### config.mk
export PLATFORM = sky130hd
export DESIGN_NAME = sync_fifo_flagged
export DESIGN_NICKNAME = d
export VERILOG_FILES = /design/src/rtl/fifo_pkg.sv /design/src/rtl/fifo_mem.sv /design/src/rtl/sync_fifo_flagged.sv
export SDC_FILE = /design/constraint.sdc
export NUM_CORES = 1
export LEC_CHECK = 0
export BUFFER_PORTS_ARGS = -buffer_cell sky130_fd_sc_hd__buf_2
export CAP_MARGIN = 20
export CORE_UTILIZATION = 50
export CTS_CLUSTER_SIZE = 28
export DETAILED_ROUTE_END_ITERATION = 7
export PLACE_DENSITY_LB_ADDON = 0.3
export SYNTH_ARGS = -nofsm -noshare
export SYNTH_HDL_FRONTEND = slang
export SYNTH_SLANG_ARGS = --single-unit
export TNS_END_PERCENT = 100
### constraint.sdc
create_clock -name clk -period 3 [get_ports clk]
set_clock_uncertainty 0.15 [all_clocks]
set_input_delay 0.6 -clock clk [delete_from_list [all_inputs] [get_ports clk]]
set_output_delay 0.6 -clock clk [all_outputs]
set_load 0.02 [all_outputs]
### src/rtl/fifo_pkg.sv
// Shared definitions for the flagged synchronous FIFO: pointer/count width
// helper and parameter legality predicates used at elaboration time.
package fifo_pkg;

    // Pointer and occupancy width: address bits plus one wrap bit.
    function automatic int ptr_w(input int depth);
        return $clog2(depth) + 32'sd1;
    endfunction

    // DEPTH must be a power of two and at least 2.
    function automatic bit depth_ok(input int depth);
        return (depth >= 32'sd2) && ((depth & (depth - 32'sd1)) == 32'sd0);
    endfunction

    // almost_full threshold must lie in 1..DEPTH.
    function automatic bit af_level_ok(input int depth, input int af_level);
        return (af_level >= 32'sd1) && (af_level <= depth);
    endfunction

    // almost_empty threshold must lie in 0..DEPTH-1.
    function automatic bit ae_level_ok(input int depth, input int ae_level);
        return (ae_level >= 32'sd0) && (ae_level <= (depth - 32'sd1));
    endfunction

endpackage

### src/rtl/fifo_mem.sv
// DEPTH x WIDTH storage for sync_fifo_flagged: synchronous write port,
// asynchronous read port. Contents are not reset; the FIFO pointers define
// which entries are valid.
module fifo_mem #(
    parameter int DEPTH = 8,
    parameter int WIDTH = 8
) (
    input  logic                     clk,
    input  logic                     wr_en,
    input  logic [$clog2(DEPTH)-1:0] wr_addr,
    input  logic [WIDTH-1:0]         wr_data,
    input  logic [$clog2(DEPTH)-1:0] rd_addr,
    output logic [WIDTH-1:0]         rd_data
);

    logic [WIDTH-1:0] mem_r [DEPTH];

    // Store the incoming word on an accepted write.
    always_ff @(posedge clk) begin
        if (wr_en) begin
            mem_r[wr_addr] <= wr_data;
        end
    end

    assign rd_data = mem_r[rd_addr];

endmodule

### src/rtl/sync_fifo_flagged.sv
// Single-clock FIFO with occupancy count, programmable almost-full /
// almost-empty thresholds and one-cycle overflow / underflow pulses.
// Define SYNC_FIFO_FWFT_EN for first-word-fall-through output; otherwise
// data_out is a register loaded on each accepted read.
module sync_fifo_flagged
    import fifo_pkg::*;
#(
    parameter int DEPTH    = 8,
    parameter int WIDTH    = 8,
    parameter int AF_LEVEL = DEPTH - 2,
    parameter int AE_LEVEL = 2
) (
    input  logic                      clk,
    input  logic                      rst_n,
    input  logic                      w_en,
    input  logic                      r_en,
    input  logic [WIDTH-1:0]          data_in,
    output logic [WIDTH-1:0]          data_out,
    output logic                      full,
    output logic                      empty,
    output logic                      almost_full,
    output logic                      almost_empty,
    output logic [ptr_w(DEPTH)-1:0]   count,
    output logic                      overflow,
    output logic                      underflow
);

    localparam int PW = ptr_w(DEPTH);
    localparam int AW = PW - 1;

    localparam logic [PW-1:0] DEPTH_C = PW'(DEPTH);
    localparam logic [PW-1:0] AF_C    = PW'(AF_LEVEL);
    localparam logic [PW-1:0] AE_C    = PW'(AE_LEVEL);
    localparam logic [PW-1:0] ONE_C   = {{(PW-1){1'b0}}, 1'b1};
    localparam logic [PW-1:0] ZERO_C  = {PW{1'b0}};

    // Reject illegal configurations at elaboration.
    if (!depth_ok(DEPTH)) begin : g_bad_depth
        $error("sync_fifo_flagged: DEPTH must be a power of two >= 2");
    end
    if (!af_level_ok(DEPTH, AF_LEVEL)) begin : g_bad_af
        $error("sync_fifo_flagged: AF_LEVEL out of range 1..DEPTH");
    end
    if (!ae_level_ok(DEPTH, AE_LEVEL)) begin : g_bad_ae
        $error("sync_fifo_flagged: AE_LEVEL out of range 0..DEPTH-1");
    end

    logic [PW-1:0]    wr_ptr_r;
    logic [PW-1:0]    rd_ptr_r;
    logic [PW-1:0]    count_r;
    logic             overflow_r;
    logic             underflow_r;
    logic             wr_acc_s;
    logic             rd_acc_s;
    logic             full_s;
    logic             empty_s;
    logic             almost_full_s;
    logic             almost_empty_s;
    logic [WIDTH-1:0] mem_rd_data_s;

    fifo_mem #(
        .DEPTH (DEPTH),
        .WIDTH (WIDTH)
    ) u_mem (
        .clk     (clk),
        .wr_en   (wr_acc_s),
        .wr_addr (wr_ptr_r[AW-1:0]),
        .wr_data (data_in),
        .rd_addr (rd_ptr_r[AW-1:0]),
        .rd_data (mem_rd_data_s)
    );

    // Status flags decode only from the registered occupancy.
    always_comb begin
        full_s         = (count_r == DEPTH_C);
        empty_s        = (count_r == ZERO_C);
        almost_full_s  = (count_r >= AF_C);
        almost_empty_s = (count_r <= AE_C);
    end

    // Acceptance is judged on pre-edge state, so no pass-through on full/empty.
    always_comb begin
        wr_acc_s = w_en && !full_s;
        rd_acc_s = r_en && !empty_s;
    end

    // Pointers, occupancy and error pulses.
    always_ff @(posedge clk or negedge rst_n) begin
        if (!rst_n) begin
            wr_ptr_r    <= ZERO_C;
            rd_ptr_r    <= ZERO_C;
            count_r     <= ZERO_C;
            overflow_r  <= 1'b0;
            underflow_r <= 1'b0;
        end else begin
            if (wr_acc_s) begin
                wr_ptr_r <= wr_ptr_r + ONE_C;
            end
            if (rd_acc_s) begin
                rd_ptr_r <= rd_ptr_r + ONE_C;
            end
            case ({wr_acc_s, rd_acc_s})
                2'b10:   count_r <= count_r + ONE_C;
                2'b01:   count_r <= count_r - ONE_C;
                default: count_r <= count_r;
            endcase
            overflow_r  <= w_en && full_s;
            underflow_r <= r_en && empty_s;
        end
    end

`ifdef SYNC_FIFO_FWFT_EN
    logic [WIDTH-1:0] data_out_s;

    // Head word falls through whenever the FIFO holds data.
    always_comb begin
        if (empty_s) begin
            data_out_s = {WIDTH{1'b0}};
        end else begin
            data_out_s = mem_rd_data_s;
        end
    end

    assign data_out = data_out_s;
`else
    logic [WIDTH-1:0] data_out_r;

    // Output register loads the head word on an accepted read and holds otherwise.
    always_ff @(posedge clk or negedge rst_n) begin
        if (!rst_n) begin
            data_out_r <= {WIDTH{1'b0}};
        end else if (rd_acc_s) begin
            data_out_r <= mem_rd_data_s;
        end
    end

    assign data_out = data_out_r;
`endif

    assign full         = full_s;
    assign empty        = empty_s;
    assign almost_full  = almost_full_s;
    assign almost_empty = almost_empty_s;
    assign count        = count_r;
    assign overflow     = overflow_r;
    assign underflow    = underflow_r;

endmodule
==> results.sh, run 1 <==
export IMPL_run_status="completed"
export IMPL_worstPathArrival_ns=2.63
export IMPL_flow_area_growth_from_synthesis_pct=12.3
export IMPL_summed_instance_area_of_the_synthesized_netlist_sq_mm=0.00351
export IMPL_synth_main_ff_cell="sky130_fd_sc_hd__edfxtp_1"
export IMPL_drt_wl_total_mm=5.65
export IMPL_yosysSeqAreaShare_pct=69.1
export IMPL_cts_hold_buf=0
export IMPL_clk_pin_slew_ns=0.09
export IMPL_timing_hold_worst_class="in2async"
export IMPL_ys_ff_latch=84
export IMPL_cts_buffers_inserted=9
export IMPL_timing_slew_headroom_pct=56.0
export IMPL_fp_coreArea_sq_mm=0.00679
export IMPL_grt_pass1_vias=1774
export IMPL_worstSkewPairLatency_ns=0.35
export IMPL_clock_path_buffers=2
export IMPL_clock_power_share_pct=21.0
export IMPL_finalWorstPathRequiredPeriod_ns=2.55
export IMPL_timing_final_crit_share_pct=84.9
export IMPL_ant_nets=0
export IMPL_postSynthAreaPerCell_sq_um=16.1
export IMPL_unrepaired_setup_endpoints_after_global_routing="no"
export IMPL_drt_via_density=5.08
export IMPL_drt_first_pass_iters=4
export IMPL_cp_cell_sequence="nor4b_2, nor2b_1, inv_1, ha_1, xor2_1, ha_1, a21oi_1, xor2_1, nor2_1, xor2_1"
export IMPL_ctsResizeCount=0
export IMPL_placementRows=30
export IMPL_grt_overflow=0
export IMPL_tns_ns=0
export IMPL_ys_async_sr_fraction_pct=23.8
export IMPL_cpLargestDelayFamily="simple AND/OR/NAND/NOR gates"
export IMPL_synth_warning_count=0
export IMPL_route_detailed_wl_per_inst_um=15.7
export IMPL_grt_max_degree=35
export IMPL_critical_path_peak_fanout=10
export IMPL_cts_tree="built"
export IMPL_synth_largest_area_cell="sky130_fd_sc_hd__edfxtp_1"
export IMPL_buffers_plus_inverters_on_the_worst_setup_path=1
export IMPL_placed_cells_incl_taps=343
export IMPL_worstSetupStartpointType="register"
export IMPL_worst_slew_pin_transition_ns=0.658
export IMPL_grt_antenna_before_repair=0
export IMPL_num_antenna_cells=0
export IMPL_fillerInstances=553
export IMPL_dieHeight_um=85.7
export IMPL_synthesis_nets=235
export IMPL_share_of_post_route_cells_with_drive_strength_above_1_pct=31.6
export IMPL_internal_power_mw=2.48
export IMPL_synth_top_cells_by_area="sky130_fd_sc_hd__edfxtp_1 (55%), sky130_fd_sc_hd__dfrtp_1 (14%), sky130_fd_sc_hd__mux2_2 (5.5%), sky130_fd_sc_hd__mux2i_1 (4.6%), sky130_fd_sc_hd__a221o_1 (2.3%)"
export IMPL_place_gp_congestion=0.732
export IMPL_timing_max_transition_violations_final=0
export IMPL_netlist_cell_type_count=35
export IMPL_fin_nets=275
export IMPL_design_portCount=30
export IMPL_master_of_the_slowest_instance_on_the_critical_path="sky130_fd_sc_hd__dfrtp_1"
export IMPL_timing_setup_critical_path_class="reg2reg"
export IMPL_critical_path_most_common_cell="sky130_fd_sc_hd__xor2_1"
export IMPL_maxClockFrequency_ghz=0.392
export IMPL_drc=0
export IMPL_critical_path_max_stage_delay_ns=0.51
export IMPL_gr_usage_all_layers_pct=17.1
export IMPL_vias=1825
export IMPL_p_seq_share_pct=44.3
export IMPL_net_switching_power_mw=1.34
export IMPL_drv_max_cap_violation_count=0
export IMPL_setup_worst_path_end_class="register"
export IMPL_hold_violations=0
export IMPL_synth_top_cells_by_count="sky130_fd_sc_hd__edfxtp_1 (64), sky130_fd_sc_hd__dfrtp_1 (20), sky130_fd_sc_hd__nand2_1 (20), sky130_fd_sc_hd__mux2_2 (17), sky130_fd_sc_hd__mux2i_1 (16)"
export IMPL_synthesis_instances=218
export IMPL_synthMostInstantiatedCell="sky130_fd_sc_hd__edfxtp_1"
export IMPL_initial_utilization_pct=51.6
export IMPL_synth_edf_count=64
export IMPL_cts_max_level=3
export IMPL_comb_power_share_pct=34.7
export IMPL_clockRootBuffer="sky130_fd_sc_hd__clkbuf_8"
export IMPL_ir_worst_vdd_mv=0.419
export IMPL_postCtsSetupBuffers=0
export IMPL_power_density_cell_area_mw_per_mm2=970
export IMPL_stdcell_count=359
export IMPL_floorplan_die_width_um=85.7
export IMPL_synth_top_cell_area_share_pct=54.8
export IMPL_clock_sinks=84
export IMPL_hpwl_mm=3.66
export IMPL_drtIter0Drc=93
export IMPL_setup_viol_count_final=0
export IMPL_cellLeakagePower_nw=1.50
export IMPL_grt_first_pass_wirelength_mm=9.04
export IMPL_netSwitchingFraction_pct=35.1
export IMPL_cp_required_ns=3.08
export IMPL_port_buffer_count=29
export IMPL_design_die_area_sq_mm=0.00735
## layer usage
metal	GRT usage [%]	vias up	part of all wire (%)
met5	0	-	0
met4	8.18	0	1.7
met3	3.85	9	3.6
met2	25.9	39	45
met1	23.7	870	50
li1	-	907	-
## metrics by stage
stage               setup WS (ns)  util [%]  instance area (sq um)  total power, mW  hold slack (ns)
floorplan                   0.227         -                   3510             2.78            0.154
global placement            0.498      55.0                   3740             3.03            0.306
detailed placement          0.451      55.0                   3740             3.06            0.312
CTS                         0.434      57.9                   3940             3.85           0.0397
global route                0.204      57.9                   3940             4.05           0.0629
finish                      0.452      57.9                   3940             3.82           0.0283
## logic make-up (layout without fill, tap and decap cells)
group / after synthesis / count (layout) / share of synthesized area [%]
AO/OA/AOI/OAI: 30 / 30 / 6.85
XOR/XNOR: 8 / 8 / 2.00
adder cells (fa/ha/maj): 5 / 5 / 1.78
buffers and inverters: 12 / 57 / 3.32
flip-flops: 84 / 84 / 69.1
multiplexers: 33 / 33 / 10.0
AND/OR/NAND/NOR: 46 / 46 / 6.92
## path summary, 6_finish.rpt
kind                               end  depth (start not counted)   startpoint  slack (ns)
setup reg to reg              count[2]                         10     count[1]        0.45
setup / recovery              count[2]                         10     count[1]        0.45
min in group clk              overflow                          2         w_en        0.32
hold reg to reg            data_out[1]                          2  data_out[1]        0.32
hold / removal                count[0]                          1        rst_n        0.03
max in group asynchronous  rd_ptr_r[0]                          1        rst_n        2.36
## cell usage in the layout, fill, tap and decap left out, drive strengths merged
| cell type | instances |
|---|---|
| edfxtp | 64 |
| buf | 39 |
| nand2 | 21 |
| dfrtp | 20 |
| mux2 | 17 |
| mux2i | 16 |
| clkbuf | 10 |
| nor2 | 8 |
| o22ai | 8 |
| a221o | 8 |
| o21ai | 8 |
| nand2b | 6 |
| ha | 5 |
| xor2 | 4 |
| xnor2 | 4 |
| inv | 4 |
| nor2b | 2 |
| nor3 | 2 |
| and2 | 2 |
| a21oi | 2 |
| nor3b | 2 |
| clkinvlp | 2 |
| nor4 | 1 |
| nor4b | 1 |
| a21o | 1 |
| a211oi | 1 |
| nand3b | 1 |
| a211o | 1 |
| a31oi | 1 |
| clkinv | 1 |
| bufinv | 1 |
## area by class of cell
| cell class | instances | area (sq um) | share of cell area, % |
|---|---|---|---|
| Clock buffer | 10 | 128 | 3.24 |
| Clock inverter | 6 | 71.3 | 1.81 |
| Inverter | 2 | 7.51 | 0.191 |
| Multi-Input combinational cell | 122 | 967 | 24.6 |
| Sequential cell | 84 | 2420 | 61.5 |
| Tap cell | 96 | 120 | 3.05 |
| Timing Repair Buffer | 39 | 220 | 5.59 |
## flip-flops by register name, summed over array words and instances (netlist names)
signal	count
overflow	1
count	4
underflow	1
u_mem.mem_r	64
wr_ptr_r	3
data_out	8
rd_ptr_r	3
## power by group through the flow
stage	combinational (mW)	sequential (mW)	clock [mW]
2_1_floorplan	1.01	1.77	0
3_3_place_gp	1.32	1.71	0
3_5_place_dp	1.34	1.72	0
4_1_cts	1.34	1.69	0.818
5_1_grt	1.45	1.73	0.873
6_report	1.32	1.69	0.802
Note: power is estimated with default switching activity, not from simulation.
==> inputs of run 2 (changes only) <==
==> constraint.sdc (replaced) <==
create_clock -name clk -period 2.6 [get_ports clk]
set_clock_uncertainty 0.15 [all_clocks]
set_input_delay 0.52 -clock clk [delete_from_list [all_inputs] [get_ports clk]]
set_output_delay 0.52 -clock clk [all_outputs]
set_load 0.02 [all_outputs]
==> run 2 against run 1 <==
  * Clock power is 15% higher
  * Sequential cell count is the same
  * Core utilization increased by 1.0 points
  * Routed wire length shrank 1.2%
  * Critical path depth unchanged
==> results.sh, run 2 (synthesis gave the netlist of run 1 again) <==
export IMPL_run_status="completed"
export IMPL_grt_first_pass_wirelength_mm=8.96
export IMPL_hold_path_end="overflow"
export IMPL_worstHoldPathCells=2
export IMPL_worst_slew_pin_transition_ns=0.672
export IMPL_worstSetupStartpointType="register"
export IMPL_critical_path_peak_fanout=6
export IMPL_clock_path_buffers=2
export IMPL_cts_max_level=3
export IMPL_hold_path_startpoint="w_en"
export IMPL_worstPathArrival_ns=2.50
export IMPL_timing_hold_worst_class="in2reg"
export IMPL_drt_first_pass_iters=4
export IMPL_design_die_area_sq_mm=0.00735
export IMPL_stdcell_count=362
export IMPL_ant_nets=0
export IMPL_maxClockFrequency_ghz=0.419
export IMPL_floorplan_die_width_um=85.7
export IMPL_grt_pass1_vias=1808
export IMPL_worstSkewPairLatency_ns=0.34
export IMPL_multiInputGateArea_sq_mm=0.00100
export IMPL_reg2reg_depth=10
export IMPL_place_gp_congestion=0.706
export IMPL_placed_cells_incl_taps=345
export IMPL_fillerInstances=533
export IMPL_gr_usage_all_layers_pct=16.8
export IMPL_grt_overflow=0
export IMPL_setup_viol_count_final=0
export IMPL_drc=0
export IMPL_drt_via_density=5.18
export IMPL_timing_setup_critical_path_class="reg2reg"
export IMPL_registers_top_by_ff_count="u_mem.mem_r"
export IMPL_mostFrequentLayoutCell="sky130_fd_sc_hd__edfxtp_1"
export IMPL_final_setup_worst_slack_ns=0.215
export IMPL_cts_tree="built"
export IMPL_timing_slew_headroom_pct=55.1
export IMPL_route_detailed_wl_per_inst_um=15.4
export IMPL_grt_antenna_before_repair=0
export IMPL_unrepaired_setup_endpoints_after_global_routing="no"
export IMPL_register_area_sq_mm=0.00242
export IMPL_dieHeight_um=85.7
export IMPL_clock_sinks=84
export IMPL_clockRootBuffer="sky130_fd_sc_hd__clkbuf_8"
export IMPL_design_portCount=30
export IMPL_largest_register_ff_count=64
export IMPL_r2r_start="count[1]"
export IMPL_power_density_cell_area_mw_per_mm2=1120
export IMPL_hpwl_mm=3.74
export IMPL_clk_pin_slew_ns=0.08
export IMPL_finalWorstPathRequiredPeriod_ns=2.38
export IMPL_drt_wl_total_mm=5.58
export IMPL_placementRows=30
export IMPL_num_antenna_cells=0
export IMPL_timing_max_transition_violations_final=0
export IMPL_placement_setup_worst_slack_ns=0.213
export IMPL_postCtsSetupBuffers=0
export IMPL_fp_coreArea_sq_mm=0.00679
export IMPL_setup_worst_path_end_class="register"
export IMPL_hold_violations=0
export IMPL_drv_max_cap_violation_count=0
export IMPL_cellLeakagePower_nw=1.52
export IMPL_port_buffer_count=29
export IMPL_flow_area_growth_from_synthesis_pct=14.3
export IMPL_ff2ff_setup_slack_ns=0.22
export IMPL_ir_worst_vdd_mv=0.442
export IMPL_grt_max_degree=35
export IMPL_final_cell_mix="sky130_fd_sc_hd__edfxtp_1 (64), sky130_fd_sc_hd__buf_2 (29), sky130_fd_sc_hd__nand2_1 (20)"
export IMPL_vias=1875
export IMPL_fin_nets=278
export IMPL_cts_buffers_inserted=9
export IMPL_share_of_post_route_cells_with_drive_strength_above_1_pct=34.6
export IMPL_timing_final_crit_share_pct=91.7
export IMPL_timing_rr_end="count[2]"
export IMPL_drtIter0Drc=80
export IMPL_initial_utilization_pct=51.6
export IMPL_cp_required_ns=2.72
run 2: layout make-up:
cell class	count	area share, %
tap	96	3.00
inverter	2	0.375
clock buffer	10	3.19
sequential	84	60.5
timing repair buffer	42	6.12
clock inverter	6	1.78
multi-input combinational	122	25.0
run 2: timing repair:
item	in CTS	in global routing
hold endpoints to repair	20	0
hold buffers	1	0
resized for setup	0	2
endpoints found under the setup margin	0	1
run 2: metrics by stage:
stage               util, %  setup TNS, ns  hold WS (ns)  cell area, sq um  total power [mW]
finish                 59.0              0         0.244              4010              4.48
global route           59.0              0         0.239              4010              4.74
CTS                    59.0              0         0.226              4010              4.53
detailed placement     55.9              0         0.311              3800              3.61
global placement       55.9              0         0.306              3800              3.56
floorplan                 -       -0.00481        0.0744              3560              3.27
run 2: worst max path at each step:
stage          slack (ns)  endpoint  depth (start not counted)     start
5_1_grt              0.06  count[2]                         10  count[1]
3_3_place_gp         0.31  count[3]                          8  count[2]
3_5_place_dp         0.21  count[2]                         10  count[1]
2_1_floorplan      -0.005  count[2]                         12  count[2]
6_report             0.22  count[2]                         10  count[1]
4_1_cts              0.13  count[2]                         10  count[1]
run 2: layer usage:
metal | GRT usage [%] | vias to the layer above | share of wire (%)
met5 | 0 | - | 0
met4 | 8.18 | 0 | 1.9
met3 | 3.37 | 10 | 4.1
met2 | 25.7 | 43 | 46
met1 | 23.3 | 907 | 48
li1 | - | 915 | -
run 2: report_power, final:
group	switching (mW)	internal, mW
clock network	0.464	0.456
registers	0.199	1.75
logic	0.908	0.707
run 2: worst max-delay path, cell delays in order, from the launching register on:
cell	delay, ns
sky130_fd_sc_hd__dfrtp_2	0.47
sky130_fd_sc_hd__nor4b_4	0.34
sky130_fd_sc_hd__nor2b_1	0.15
sky130_fd_sc_hd__inv_2	0.12
sky130_fd_sc_hd__ha_4	0.17
sky130_fd_sc_hd__xor2_1	0.22
sky130_fd_sc_hd__ha_2	0.22
sky130_fd_sc_hd__a21oi_2	0.04
sky130_fd_sc_hd__xor2_1	0.16
sky130_fd_sc_hd__nor2_1	0.12
sky130_fd_sc_hd__xor2_1	0.15
==> inputs of run 3 (changes only) <==
--- a/config.mk
+++ b/config.mk
@@ -11,6 +11,7 @@
 export CTS_CLUSTER_SIZE = 28
 export DETAILED_ROUTE_END_ITERATION = 7
 export PLACE_DENSITY_LB_ADDON = 0.3
+export REMOVE_ABC_BUFFERS = 1
 export SYNTH_ARGS = -nofsm -noshare
 export SYNTH_HDL_FRONTEND = slang
 export SYNTH_SLANG_ARGS = --single-unit
==> run 3 against run 2 <==
  * Die area unchanged
  * Cell count increased by 0.55%
  * Global-route usage increased by 0.063 points
  * Design area decreased by 0.53%
  * Largest power group unchanged
  * Via count decreased by 1.5%
==> results.sh, run 3 (synthesis gave the netlist of run 1 again) <==
export IMPL_vias=1847
export IMPL_cp_required_ns=2.68
export IMPL_clock_power_share_pct=20.7
export IMPL_final_cell_mix="sky130_fd_sc_hd__edfxtp_1 (64), sky130_fd_sc_hd__buf_2 (29), sky130_fd_sc_hd__nand2_1 (20), sky130_fd_sc_hd__dfrtp_1 (20), sky130_fd_sc_hd__mux2_2 (17)"
export IMPL_cp_cell_sequence="nor4b_4, nor2b_1, inv_1, ha_1, xor2_1, ha_1, a21oi_1, xor2_1, nor2_1, xor2_1"
export IMPL_gr_usage_all_layers_pct=16.9
export IMPL_cellLeakagePower_nw=1.53
export IMPL_hold_violations=0
export IMPL_timing_setup_critical_path_class="reg2reg"
export IMPL_grt_pass1_vias=1758
export IMPL_timing_hold_worst_class="in2reg"
export IMPL_clockRootBuffer="sky130_fd_sc_hd__clkbuf_8"
export IMPL_ant_nets=0
export IMPL_worstSetupStartpointType="register"
export IMPL_share_of_post_route_cells_with_drive_strength_above_1_pct=32.5
export IMPL_design_portCount=30
export IMPL_fillerInstances=539
export IMPL_hpwl_mm=3.75
export IMPL_worstSkewPairLatency_ns=0.35
export IMPL_setup_worst_path_end_class="register"
export IMPL_fin_total_pwr_mw=4.46
export IMPL_worst_setup_path_endpoint="count[2]"
export IMPL_drtIter0Drc=76
export IMPL_maxClockFrequency_ghz=0.419
export IMPL_cpLargestDelayFamily="flip-flops"
export IMPL_net_switching_power_mw=1.56
export IMPL_fp_coreArea_sq_mm=0.00679
export IMPL_placementRows=30
export IMPL_netSwitchingFraction_pct=35.0
export IMPL_setup_worst_path_start="count[2]"
export IMPL_num_antenna_cells=0
export IMPL_drv_max_cap_violation_count=0
export IMPL_design_die_area_sq_mm=0.00735
export IMPL_critical_path_max_stage_delay_ns=0.58
export IMPL_r2r_start="count[2]"
export IMPL_internal_power_mw=2.90
export IMPL_place_gp_congestion=0.726
export IMPL_largest_register_ff_count=64
export IMPL_worst_slew_pin_transition_ns=0.667
export IMPL_ff2ff_setup_slack_ns=0.22
export IMPL_placed_cells_incl_taps=347
export IMPL_timing_rr_end="count[2]"
export IMPL_drt_wl_total_mm=5.67
export IMPL_drt_via_density=5.07
export IMPL_initial_utilization_pct=51.6
export IMPL_unrepaired_setup_endpoints_after_global_routing="no"
export IMPL_finalWorstPathRequiredPeriod_ns=2.38
export IMPL_route_detailed_wl_per_inst_um=15.6
export IMPL_run_status="completed"
export IMPL_ir_worst_vdd_mv=0.453
export IMPL_grt_antenna_before_repair=0
export IMPL_postCtsSetupBuffers=0
export IMPL_critical_path_peak_fanout=9
export IMPL_p_seq_share_pct=43.5
export IMPL_critical_path_most_common_cell="sky130_fd_sc_hd__xor2_1"
export IMPL_clock_sinks=84
export IMPL_hold_path_startpoint="w_en"
export IMPL_reg2reg_depth=10
export IMPL_floorplan_die_width_um=85.7
export IMPL_timing_final_crit_share_pct=91.7
export IMPL_post_route_util_pct=58.7
export IMPL_timing_max_transition_violations_final=0
export IMPL_grt_max_degree=26
export IMPL_comb_power_share_pct=35.8
export IMPL_stdcell_count=364
export IMPL_cts_buffers_inserted=9
export IMPL_drc=0
export IMPL_worstPathArrival_ns=2.46
export IMPL_dieHeight_um=85.7
export IMPL_fin_nets=280
export IMPL_cts_tree="built"
export IMPL_grt_first_pass_wirelength_mm=8.89
export IMPL_clock_path_buffers=2
export IMPL_clk_pin_slew_ns=0.08
export IMPL_registers_top_by_ff_count="u_mem.mem_r"
export IMPL_timing_slew_headroom_pct=55.4
export IMPL_mostFrequentLayoutCell="sky130_fd_sc_hd__edfxtp_1"
export IMPL_cts_max_level=3
export IMPL_grt_overflow=0
export IMPL_port_buffer_count=29
export IMPL_buffers_plus_inverters_on_the_worst_setup_path=1
export IMPL_setup_viol_count_final=0
export IMPL_master_of_the_slowest_instance_on_the_critical_path="sky130_fd_sc_hd__dfrtp_1"
export IMPL_worstHoldPathCells=2
export IMPL_power_density_cell_area_mw_per_mm2=1120
export IMPL_timing_critical_path_depth=10
export IMPL_flow_area_growth_from_synthesis_pct=13.7
export IMPL_drt_first_pass_iters=4
-- run 3: worst min-delay path by stage --
stage                       end  slack, ns
finish                 overflow       0.24
global route           overflow       0.22
CTS                    overflow       0.22
detailed placement  data_out[6]       0.31
global placement    data_out[7]       0.31
floorplan              count[0]       0.07
-- run 3: stage by stage --
| step | setup slack [ns] | hold WS, ns | setup TNS [ns] | area, sq um |
|---|---|---|---|---|
| 2_1_floorplan | -0.582 | 0.0744 | -1.40 | 3400 |
| 3_3_place_gp | 0.269 | 0.305 | 0 | 3770 |
| 3_5_place_dp | 0.209 | 0.312 | 0 | 3770 |
| 4_1_cts | 0.191 | 0.221 | 0 | 3980 |
| 5_1_grt | 0.0303 | 0.221 | 0 | 3990 |
| 6_report | 0.216 | 0.238 | 0 | 3990 |
-- run 3: area by class of cell --
cell class | count | area [sq um] | area share [%]
multi-input combinational | 122 | 976 | 24.5
clock buffer | 10 | 128 | 3.20
tap | 96 | 120 | 3.01
clock inverter | 6 | 71.3 | 1.79
timing repair buffer | 44 | 260 | 6.53
sequential | 84 | 2420 | 60.8
inverter | 2 | 7.51 | 0.188
-- run 3: per-layer routing --
metal	track usage, %	routed length, um
met1	23.4	2850
met2	24.4	2480
met3	5.68	190
met4	7.58	149
met5	0	0
-- run 3: what timing repair did --
item                                    CTS  global route
endpoints found under the setup margin    0             1
hold buffers                              1             0
endpoints found under the hold margin    20             0
resized for setup                         0             1
-- run 3: power by group through the flow --
stage          clock (mW)  combinational (mW)  sequential (mW)
6_report            0.926                1.60             1.94
5_1_grt              1.01                1.74             1.97
4_1_cts             0.953                1.61             1.94
3_5_place_dp            0                1.61             1.96
3_3_place_gp            0                1.58             1.95
2_1_floorplan           0               0.909             2.16
